==> src/rtl/cpu_ctrl_pkg.sv <==
// Shared definitions for the hardwired control sequencer: opcodes, phases,
// ALU codes, per-opcode execute lengths and the datapath control word.
package cpu_ctrl_pkg;

  localparam logic [4:0] OP_LD   = 5'b00000;
  localparam logic [4:0] OP_LDI  = 5'b00001;
  localparam logic [4:0] OP_ST   = 5'b00010;
  localparam logic [4:0] OP_ADD  = 5'b00011;
  localparam logic [4:0] OP_SUB  = 5'b00100;
  localparam logic [4:0] OP_AND  = 5'b00101;
  localparam logic [4:0] OP_OR   = 5'b00110;
  localparam logic [4:0] OP_SHR  = 5'b00111;
  localparam logic [4:0] OP_SHRA = 5'b01000;
  localparam logic [4:0] OP_SHL  = 5'b01001;
  localparam logic [4:0] OP_ROR  = 5'b01010;
  localparam logic [4:0] OP_ROL  = 5'b01011;
  localparam logic [4:0] OP_ADDI = 5'b01100;
  localparam logic [4:0] OP_ANDI = 5'b01101;
  localparam logic [4:0] OP_ORI  = 5'b01110;
  localparam logic [4:0] OP_MUL  = 5'b01111;
  localparam logic [4:0] OP_DIV  = 5'b10000;
  localparam logic [4:0] OP_NEG  = 5'b10001;
  localparam logic [4:0] OP_NOT  = 5'b10010;
  localparam logic [4:0] OP_BR   = 5'b10011;
  localparam logic [4:0] OP_JR   = 5'b10100;
  localparam logic [4:0] OP_JAL  = 5'b10101;
  localparam logic [4:0] OP_IN   = 5'b10110;
  localparam logic [4:0] OP_MFHI = 5'b10111;
  localparam logic [4:0] OP_MFLO = 5'b11000;
  localparam logic [4:0] OP_OUT  = 5'b11001;
  localparam logic [4:0] OP_NOP  = 5'b11010;
  localparam logic [4:0] OP_HALT = 5'b11011;

  localparam logic [4:0] ALU_NONE = 5'b00000;
  localparam logic [4:0] ALU_ADD  = OP_ADD;
  localparam logic [4:0] ALU_AND  = OP_AND;
  localparam logic [4:0] ALU_OR   = OP_OR;

  localparam logic [2:0] STEPS_RTYPE  = 3'd3;
  localparam logic [2:0] STEPS_IMM    = 3'd3;
  localparam logic [2:0] STEPS_UNARY  = 3'd2;
  localparam logic [2:0] STEPS_MULDIV = 3'd4;
  localparam logic [2:0] STEPS_LD     = 3'd5;
  localparam logic [2:0] STEPS_LDI    = 3'd3;
  localparam logic [2:0] STEPS_ST     = 3'd5;
  localparam logic [2:0] STEPS_BR     = 3'd4;
  localparam logic [2:0] STEPS_JAL    = 3'd2;
  localparam logic [2:0] STEPS_SINGLE = 3'd1;

  typedef enum logic [2:0] {
    RESET_ST, FETCH0, FETCH1, FETCH2, EXEC, HALT
  } phase_t;

  typedef struct packed {
    logic       pc_out;
    logic       zlow_out;
    logic       zhigh_out;
    logic       mdr_out;
    logic       hi_out;
    logic       lo_out;
    logic       inport_out;
    logic       ba_out;
    logic       c_out;
    logic       r_out;
    logic       pc_en;
    logic       inc_pc;
    logic       mar_en;
    logic       mdr_en;
    logic       mdr_read;
    logic       ir_en;
    logic       y_en;
    logic       zlow_in;
    logic       zhigh_in;
    logic       hi_en;
    logic       lo_en;
    logic       r_in;
    logic       con_en;
    logic       outport_en;
    logic       ram_write;
    logic       gra;
    logic       grb;
    logic       grc;
    logic [4:0] alu_sel;
  } ctrl_word_t;

  function automatic logic [2:0] step_count(input logic [4:0] op);
    case (op) inside
      [OP_ADD:OP_ROL]:           return STEPS_RTYPE;
      OP_ADDI, OP_ANDI, OP_ORI:  return STEPS_IMM;
      OP_NEG, OP_NOT:            return STEPS_UNARY;
      OP_MUL, OP_DIV:            return STEPS_MULDIV;
      OP_LD:                     return STEPS_LD;
      OP_LDI:                    return STEPS_LDI;
      OP_ST:                     return STEPS_ST;
      OP_BR:                     return STEPS_BR;
      OP_JAL:                    return STEPS_JAL;
      default:                   return STEPS_SINGLE;
    endcase
  endfunction

  // The ALU code is held for the whole execute sequence of an opcode.
  function automatic logic [4:0] alu_code(input logic [4:0] op);
    case (op) inside
      [OP_ADD:OP_ROL], OP_MUL, OP_DIV, OP_NEG, OP_NOT: return op;
      OP_ADDI, OP_LD, OP_LDI, OP_ST, OP_BR:            return ALU_ADD;
      OP_ANDI:                                         return ALU_AND;
      OP_ORI:                                          return ALU_OR;
      default:                                         return ALU_NONE;
    endcase
  endfunction

endpackage

==> src/rtl/control_unit_exec_decoder.sv <==
// Execute-phase decode: (opcode, step, branch flag) -> control word for one
// T3..T7 cycle, plus a flag marking the opcode's final step.
module exec_decoder
  import cpu_ctrl_pkg::*;
(
  input  logic [4:0] opcode,
  input  logic [2:0] step,
  input  logic       con_ff,
  output ctrl_word_t cw,
  output logic       last_step
);

  always_comb begin
    // NOTE: every field gets a default before the case so that no path leaves
    // a strobe unassigned, which would infer a latch.
    cw         = '0;
    cw.alu_sel = alu_code(opcode);
    case (opcode) inside
      [OP_ADD:OP_ROL]: begin
        case (step)
          3'd0:    begin cw.grb = 1'b1; cw.r_out = 1'b1; cw.y_en = 1'b1; end
          3'd1:    begin cw.grc = 1'b1; cw.r_out = 1'b1; cw.zlow_in = 1'b1; end
          3'd2:    begin cw.zlow_out = 1'b1; cw.gra = 1'b1; cw.r_in = 1'b1; end
          default: ;
        endcase
      end
      OP_ADDI, OP_ANDI, OP_ORI: begin
        case (step)
          3'd0:    begin cw.grb = 1'b1; cw.r_out = 1'b1; cw.y_en = 1'b1; end
          3'd1:    begin cw.c_out = 1'b1; cw.zlow_in = 1'b1; end
          3'd2:    begin cw.zlow_out = 1'b1; cw.gra = 1'b1; cw.r_in = 1'b1; end
          default: ;
        endcase
      end
      OP_NEG, OP_NOT: begin
        case (step)
          3'd0:    begin cw.grb = 1'b1; cw.r_out = 1'b1; cw.zlow_in = 1'b1; end
          3'd1:    begin cw.zlow_out = 1'b1; cw.gra = 1'b1; cw.r_in = 1'b1; end
          default: ;
        endcase
      end
      OP_MUL, OP_DIV: begin
        case (step)
          3'd0: begin cw.gra = 1'b1; cw.r_out = 1'b1; cw.y_en = 1'b1; end
          3'd1: begin
            cw.grb = 1'b1; cw.r_out = 1'b1; cw.zlow_in = 1'b1; cw.zhigh_in = 1'b1;
          end
          3'd2:    begin cw.zlow_out = 1'b1; cw.lo_en = 1'b1; end
          3'd3:    begin cw.zhigh_out = 1'b1; cw.hi_en = 1'b1; end
          default: ;
        endcase
      end
      // ld, ldi and st share the effective-address computation in T3..T4.
      OP_LD, OP_LDI, OP_ST: begin
        case (step)
          3'd0: begin cw.grb = 1'b1; cw.ba_out = 1'b1; cw.y_en = 1'b1; end
          3'd1: begin cw.c_out = 1'b1; cw.zlow_in = 1'b1; end
          3'd2: begin
            cw.zlow_out = 1'b1;
            if (opcode == OP_LDI) begin
              cw.gra  = 1'b1;
              cw.r_in = 1'b1;
            end else begin
              cw.mar_en = 1'b1;
            end
          end
          3'd3: begin
            if (opcode == OP_ST) begin
              cw.gra = 1'b1; cw.r_out = 1'b1; cw.mdr_en = 1'b1;
            end else if (opcode == OP_LD) begin
              cw.mdr_read = 1'b1; cw.mdr_en = 1'b1;
            end
          end
          3'd4: begin
            if (opcode == OP_ST) begin
              cw.ram_write = 1'b1;
            end else if (opcode == OP_LD) begin
              cw.mdr_out = 1'b1; cw.gra = 1'b1; cw.r_in = 1'b1;
            end
          end
          default: ;
        endcase
      end
      OP_BR: begin
        case (step)
          3'd0:    begin cw.gra = 1'b1; cw.r_out = 1'b1; cw.con_en = 1'b1; end
          3'd1:    begin cw.pc_out = 1'b1; cw.y_en = 1'b1; end
          3'd2:    begin cw.c_out = 1'b1; cw.zlow_in = 1'b1; end
          3'd3:    begin cw.zlow_out = 1'b1; cw.pc_en = con_ff; end
          default: ;
        endcase
      end
      OP_JR: begin
        cw.gra = 1'b1; cw.r_out = 1'b1; cw.pc_en = 1'b1;
      end
      OP_JAL: begin
        case (step)
          3'd0:    begin cw.pc_out = 1'b1; cw.grb = 1'b1; cw.r_in = 1'b1; end
          3'd1:    begin cw.gra = 1'b1; cw.r_out = 1'b1; cw.pc_en = 1'b1; end
          default: ;
        endcase
      end
      OP_IN:   begin cw.inport_out = 1'b1; cw.gra = 1'b1; cw.r_in = 1'b1; end
      OP_OUT:  begin cw.gra = 1'b1; cw.r_out = 1'b1; cw.outport_en = 1'b1; end
      OP_MFHI: begin cw.hi_out = 1'b1; cw.gra = 1'b1; cw.r_in = 1'b1; end
      OP_MFLO: begin cw.lo_out = 1'b1; cw.gra = 1'b1; cw.r_in = 1'b1; end
      default: ;
    endcase
  end

  assign last_step = (step == step_count(opcode) - 3'd1);

endmodule

==> src/rtl/control_unit.sv <==
// Hardwired control sequencer: phase/step registers, fetch decode and the
// mapping of the control word onto the datapath strobes.
module control_unit
  import cpu_ctrl_pkg::*;
#(
  parameter int RESET_IDLE_CYCLES = 1
) (
  input  logic        Clock,
  input  logic        Clear,
  input  logic [31:0] IR,
  input  logic        CON_FF,
  output logic        PCout,
  output logic        ZLowout,
  output logic        ZHighout,
  output logic        MDRout,
  output logic        HIout,
  output logic        LOout,
  output logic        InPortout,
  output logic        BAout,
  output logic        Cout,
  output logic        R_out,
  output logic        PC_enable,
  output logic        IncPC,
  output logic        MAR_enable,
  output logic        MDR_enable,
  output logic        MDR_read,
  output logic        IR_enable,
  output logic        Y_enable,
  output logic        ZLowIn,
  output logic        ZHighIn,
  output logic        HI_enable,
  output logic        LO_enable,
  output logic        R_in,
  output logic        CON_enable,
  output logic        OutPort_enable,
  output logic        RAM_write,
  output logic        Gra,
  output logic        Grb,
  output logic        Grc,
  output logic [4:0]  ALU_sel,
  output logic        Run
);

  localparam int IDLE_W = (RESET_IDLE_CYCLES > 1) ? $clog2(RESET_IDLE_CYCLES) : 1;
  localparam logic [IDLE_W-1:0] IDLE_LAST = IDLE_W'(RESET_IDLE_CYCLES - 1);

  phase_t            phase, phase_nxt;
  logic [2:0]        step, step_nxt;
  logic [IDLE_W-1:0] idle_cnt, idle_nxt;
  logic [4:0]        opcode;
  ctrl_word_t        exec_cw, cw;
  logic              last_step;
  logic              unused_ir;

  assign opcode    = IR[31:27];
  assign unused_ir = ^IR[26:0];

  exec_decoder u_exec_decoder (
    .opcode    (opcode),
    .step      (step),
    .con_ff    (CON_FF),
    .cw        (exec_cw),
    .last_step (last_step)
  );

  always_ff @(posedge Clock or negedge Clear) begin
    // NOTE: state registers use non-blocking assignments so every flop samples
    // the values from before the edge, independent of statement order.
    if (!Clear) begin
      phase    <= RESET_ST;
      step     <= '0;
      idle_cnt <= '0;
    end else begin
      phase    <= phase_nxt;
      step     <= step_nxt;
      idle_cnt <= idle_nxt;
    end
  end

  always_comb begin
    phase_nxt = phase;
    step_nxt  = step;
    idle_nxt  = idle_cnt;
    case (phase)
      RESET_ST: begin
        if (idle_cnt == IDLE_LAST) phase_nxt = FETCH0;
        else                       idle_nxt  = idle_cnt + 1'b1;
      end
      FETCH0: phase_nxt = FETCH1;
      FETCH1: phase_nxt = FETCH2;
      FETCH2: begin
        phase_nxt = EXEC;
        step_nxt  = '0;
      end
      EXEC: begin
        if (opcode == OP_HALT) begin
          phase_nxt = HALT;
        end else if (last_step) begin
          phase_nxt = FETCH0;
          step_nxt  = '0;
        end else begin
          step_nxt = step + 3'd1;
        end
      end
      HALT:    ;
      default: phase_nxt = RESET_ST;
    endcase
  end

  // Because the reset phase decodes to an all-zero word, Clear silences every
  // strobe asynchronously.
  always_comb begin
    cw = '0;
    case (phase)
      FETCH0: begin cw.pc_out = 1'b1; cw.mar_en = 1'b1; cw.inc_pc = 1'b1; cw.zlow_in = 1'b1; end
      FETCH1: begin cw.zlow_out = 1'b1; cw.pc_en = 1'b1; cw.mdr_read = 1'b1; cw.mdr_en = 1'b1; end
      FETCH2: begin cw.mdr_out = 1'b1; cw.ir_en = 1'b1; end
      EXEC:    cw = exec_cw;
      default: ;
    endcase
  end

  assign Run = (phase != RESET_ST) && (phase != HALT);

  assign PCout          = cw.pc_out;
  assign ZLowout        = cw.zlow_out;
  assign ZHighout       = cw.zhigh_out;
  assign MDRout         = cw.mdr_out;
  assign HIout          = cw.hi_out;
  assign LOout          = cw.lo_out;
  assign InPortout      = cw.inport_out;
  assign BAout          = cw.ba_out;
  assign Cout           = cw.c_out;
  assign R_out          = cw.r_out;
  assign PC_enable      = cw.pc_en;
  assign IncPC          = cw.inc_pc;
  assign MAR_enable     = cw.mar_en;
  assign MDR_enable     = cw.mdr_en;
  assign MDR_read       = cw.mdr_read;
  assign IR_enable      = cw.ir_en;
  assign Y_enable       = cw.y_en;
  assign ZLowIn         = cw.zlow_in;
  assign ZHighIn        = cw.zhigh_in;
  assign HI_enable      = cw.hi_en;
  assign LO_enable      = cw.lo_en;
  assign R_in           = cw.r_in;
  assign CON_enable     = cw.con_en;
  assign OutPort_enable = cw.outport_en;
  assign RAM_write      = cw.ram_write;
  assign Gra            = cw.gra;
  assign Grb            = cw.grb;
  assign Grc            = cw.grc;
  assign ALU_sel        = cw.alu_sel;

endmodule

==> config.mk <==
export PLATFORM = sky130hd
export DESIGN_NAME = control_unit
export DESIGN_NICKNAME = d
export VERILOG_FILES = /design/src/rtl/cpu_ctrl_pkg.sv /design/src/rtl/control_unit_exec_decoder.sv /design/src/rtl/control_unit.sv
export SDC_FILE = /design/constraint.sdc
export NUM_CORES = 1
export LEC_CHECK = 0
export CORE_UTILIZATION = 32
export DETAILED_ROUTE_END_ITERATION = 12
export GPL_TIMING_DRIVEN = 1
export PLACE_DENSITY_LB_ADDON = 0.3
export SYNTH_ARGS = -nofsm -noshare
export SYNTH_HDL_FRONTEND = slang
export SYNTH_SLANG_ARGS = --single-unit
==> constraint.sdc <==
create_clock -name Clock -period 3.5 [get_ports Clock]
set_input_delay 0.7 -clock Clock [delete_from_list [all_inputs] [get_ports Clock]]
set_output_delay 0.7 -clock Clock [all_outputs]
set_load 0.005 [all_outputs]
==> impl_table.tex, run 1 <==
\begin{tabular}{lr}
\hline
Metric & Value \\
\hline
\multicolumn{2}{l}{\textbf{Outcome}} \\
Run status & complete, no violations \\
\multicolumn{2}{l}{\textbf{Clock tree}} \\
Clock tree from TritonCTS & done \\
Clock transition at the registers of the reported paths & 40 ps \\
CTS buffer count & 3 \\
Root buffer cell & sky130\_fd\_sc\_hd\_\_clkbuf\_8 \\
Worst-case clock buffer depth & 2 \\
Clock insertion delay at the later pin of the skew report & 240 ps \\
Number of levels in the clock H-tree & 1 \\
Count of clock tree sinks & 6 \\
Hold buffer count at cts & 0 \\
\multicolumn{2}{l}{\textbf{Final layout}} \\
Number of antenna repair diodes & 0 \\
Post-synthesis to final-layout area growth & 58.57\% \\
Final design utilization & 0.5308 \\
Most frequent cells in the layout & sky130\_fd\_sc\_hd\_\_buf\_4 (43), sky130\_fd\_sc\_hd\_\_clkdlybuf4s50\_1 (34), sky130\_fd\_sc\_hd\_\_nand2\_1 (21) \\
Cell area after layout & 2327 um2 \\
Nets & 337 \\
Fraction of final layout cells with drive strength greater than 1 & 0.2415 \\
Most common cell after layout, fill and taps aside & sky130\_fd\_sc\_hd\_\_buf\_4 \\
\multicolumn{2}{l}{\textbf{Worst setup path}} \\
Destination of the critical timing path & R\_out \\
Delay of the slowest cell on the worst path & 500 ps \\
Minimum setup slack among reg-to-reg paths & 1760 ps \\
Critical Setup Path Class & flip-flop to primary output \\
Worst setup EP type & primary output \\
Critical Path Fanout Max & 5 \\
CP Data Required Time & 2800 ps \\
Cell-by-cell trace of the critical path & inv\_1, ha\_1, nor2b\_1, o21ai\_0, a22oi\_1, o32a\_1, and4\_1, clkdlybuf4s50\_1 \\
Startpoint of the most critical register-to-register path & step[2] \\
Count of cells along the worst register-to-register path & 4 \\
Sort of element at the start of the critical path & flip-flop \\
Terminus of the critical flop-to-flop path & step[0] \\
Critical-path cell with the highest stage delay & sky130\_fd\_sc\_hd\_\_clkdlybuf4s50\_1 \\
Startpoint of the worst setup timing path & step[1] \\
Worst Path Arrival & 2580 ps \\
\multicolumn{2}{l}{\textbf{Global routing}} \\
Vias in the first global route & 1897 \\
Wire length of the first global-routing pass & 9142 um \\
Pin count of the biggest net entering global routing & 19 \\
GR Overflow Total & 0 \\
Antenna violations before repair & 0 \\
Global router's overall resource usage & 0.2317 \\
\multicolumn{2}{l}{\textbf{Logic synthesis}} \\
Average cell area after synthesis & 6.552 um2 \\
Synthesized area & 1468 um2 \\
Seq/Total Area, Yosys & 0.1023 \\
Number of synthesized flops with an enable pin & 0 \\
Synth Net Count & 265 \\
Synth Instances & 224 \\
Post-synthesis async set-or-reset flop share & 1.000 \\
Warning count from the yosys run & 0 \\
Synth unique cells & 56 \\
Ys flop type & sky130\_fd\_sc\_hd\_\_dfrtp\_1 \\
Number of register bits inferred by synthesis & 6 \\
\multicolumn{2}{l}{\textbf{Power}} \\
Total power after layout & 0.001000 W \\
VDD IR max & 0.2472 mV \\
Power density relative to cell area & 429.9 nW/um2 \\
Static leakage & 0.9840 nW \\
\multicolumn{2}{l}{\textbf{Die}} \\
Count of standard-cell rows & 24 \\
Die outline area & 4862 um2 \\
Standard cell core area & 4384 um2 \\
Starting Density & 0.3348 \\
Die outline height & 69.73 um \\
Die Width & 69.73 um \\
Number of top-level pins & 69 \\
\multicolumn{2}{l}{\textbf{Flow run}} \\
MaxCap Viol Count & 0 \\
\multicolumn{2}{l}{\textbf{Timing}} \\
Max Clk Rate & 304.6 MHz \\
Shortest period the worst path allows & 3283 ps \\
Final-report hold violation count & 0 \\
Max Transition Viols Final & 0 \\
Remaining max-slew budget at the tightest pin & 0.5458 \\
Unrepaired setup endpoints after global routing & no \\
Final worst path period share & 0.9381 \\
Worst-Margin Slew & 681.3 ps \\
Final setup violating endpoints & 0 \\
Layout Skew & 5.715 ps \\
\multicolumn{2}{l}{\textbf{Detailed routing}} \\
Iteration count of the initial detailed-routing pass & 5 \\
Total via count after detailed routing & 2029 \\
Antenna-violating nets left & 0 \\
Total detailed-routing wirelength & 5696 um \\
Violation count after the first detailed-route iteration & 218 \\
Vias per Instance & 5.864 \\
Average detailed-routed wire length per instance & 16.46 um \\
Residual DRC & 0 \\
\multicolumn{2}{l}{\textbf{Placed design}} \\
Placed standard-cell area & 2158 um2 \\
Quantity of I/O buffers inserted on ports & 41 \\
RePlAce Congestion & 0.9464 \\
HPWL after detailed placement & 4112 um \\
\multicolumn{2}{l}{\textbf{Min path}} \\
Type of the most critical hold path & flip-flop to flip-flop \\
\hline
\end{tabular}
-- cell usage after synthesis, types with 3 or more instances --
cell type	number	area share
sky130_fd_sc_hd__a21o_1	4	0.020
sky130_fd_sc_hd__nor2_1	15	0.038
sky130_fd_sc_hd__or3_1	4	0.017
sky130_fd_sc_hd__o21a_1	3	0.015
sky130_fd_sc_hd__o21ai_0	20	0.068
sky130_fd_sc_hd__a21oi_1	18	0.061
sky130_fd_sc_hd__nor4_1	3	0.013
sky130_fd_sc_hd__nor2b_1	6	0.026
sky130_fd_sc_hd__nand3_1	7	0.024
sky130_fd_sc_hd__buf_1	3	0.0077
sky130_fd_sc_hd__a211oi_1	5	0.026
sky130_fd_sc_hd__or3b_2	3	0.018
sky130_fd_sc_hd__buf_2	3	0.010
sky130_fd_sc_hd__nor3_1	10	0.034
sky130_fd_sc_hd__inv_1	11	0.028
sky130_fd_sc_hd__nand2b_1	10	0.043
sky130_fd_sc_hd__buf_6	4	0.031
sky130_fd_sc_hd__nand2_1	21	0.054
sky130_fd_sc_hd__o31ai_1	6	0.031
sky130_fd_sc_hd__dfrtp_1	6	0.10
sky130_fd_sc_hd__ha_1	6	0.051
sky130_fd_sc_hd__clkbuf_1	11	0.028
-- per-stage QoR --
stage	instances	TNS, ps	hold WS [ps]	setup slack (ps)
global route	346	0	657.9	68.04
global placement	338	-599.0	608.8	-119.6
detailed placement	338	-455.7	617.1	-98.78
finish	346	0	639.7	216.8
floorplan	224	0	404.4	452.3
CTS	344	-24.39	627.6	-16.36
-- where the power goes --
group	internal [W]	switching (W)	leakage (nW)	total, W
Clock	0.0000746	0.0000382	0.0216	0.000113
Sequential	0.0000976	0.0000513	0.0759	0.000149
Combinational	0.000356	0.000383	0.887	0.000739
Total	0.000528	0.000472	0.984	0.00100
-- registers in the layout (all words and copies together) (netlist names) --
name / flops
phase: 3
step: 3
-- layout make-up --
type                            instances  area [um2]
Timing Repair Buffer                   89       802.0
Clock buffer                            3       41.29
Inverter                               11       41.29
Fill cell                             418        2057
Sequential cell                         6       150.1
Multi-Input combinational cell        185        1227
Tap cell                               52       65.06
-- critical path: cells and delay by family (launching register included) --
kind                       cells  cell delay (ps)
and+or+nand+nor                2              620
adders and majority gates      1              190
buffers and inverters          2              610
AOI/OAI and AO/OA              3              490
DFF                            1              440
-- worst min-delay path by stage --
stage	start	endpoint	slack [ps]	depth (start not counted)
2_1_floorplan	Clear	phase[0]	400	0
3_3_place_gp	step[0]	step[0]	610	1
3_5_place_dp	step[1]	step[1]	620	2
4_1_cts	step[1]	step[1]	630	2
5_1_grt	step[1]	step[1]	660	2
6_report	step[1]	step[1]	640	2
-- what timing repair did --
item | 4_1_cts | 5_1_grt
pin swaps | 2 | 1
setup buffers | 3 | 1
gates resized for setup | 17 | 10
hold endpoints to repair | 0 | 0
endpoints found under the setup margin | 10 | 18
gates cloned | 0 | 1
-- metal layers --
metal | routed length (um) | global-route usage
met5 | 0 | 0
met4 | 62 | 0.07333
met3 | 326 | 0.03198
met2 | 2724 | 0.3797
met1 | 2583 | 0.3133
-- logic make-up (layout without fill, tap and decap cells) --
logic type / count (synthesis) / after routing / share of synthesized area
xor gates and xnor gates: 3 / 3 / 0.01791
and+or+nand+nor: 92 / 92 / 0.3393
buffers and inverters: 33 / 103 / 0.1100
AOI/OAI and AO/OA: 83 / 83 / 0.3726
DFF: 6 / 6 / 0.1023
adders and majority gates: 7 / 7 / 0.05797
(Power assumes the default switching activity.)
==> run 2: changes to the inputs <==
--- a/config.mk
+++ b/config.mk
@@ -6,6 +6,7 @@
 export NUM_CORES = 1
 export LEC_CHECK = 0
 export CORE_UTILIZATION = 32
+export CTS_CLUSTER_SIZE = 25
 export DETAILED_ROUTE_END_ITERATION = 12
 export GPL_TIMING_DRIVEN = 1
 export PLACE_DENSITY_LB_ADDON = 0.3
==> results of run 2 <==
The final DEF is identical to that of run 1; final timing and power are the same.
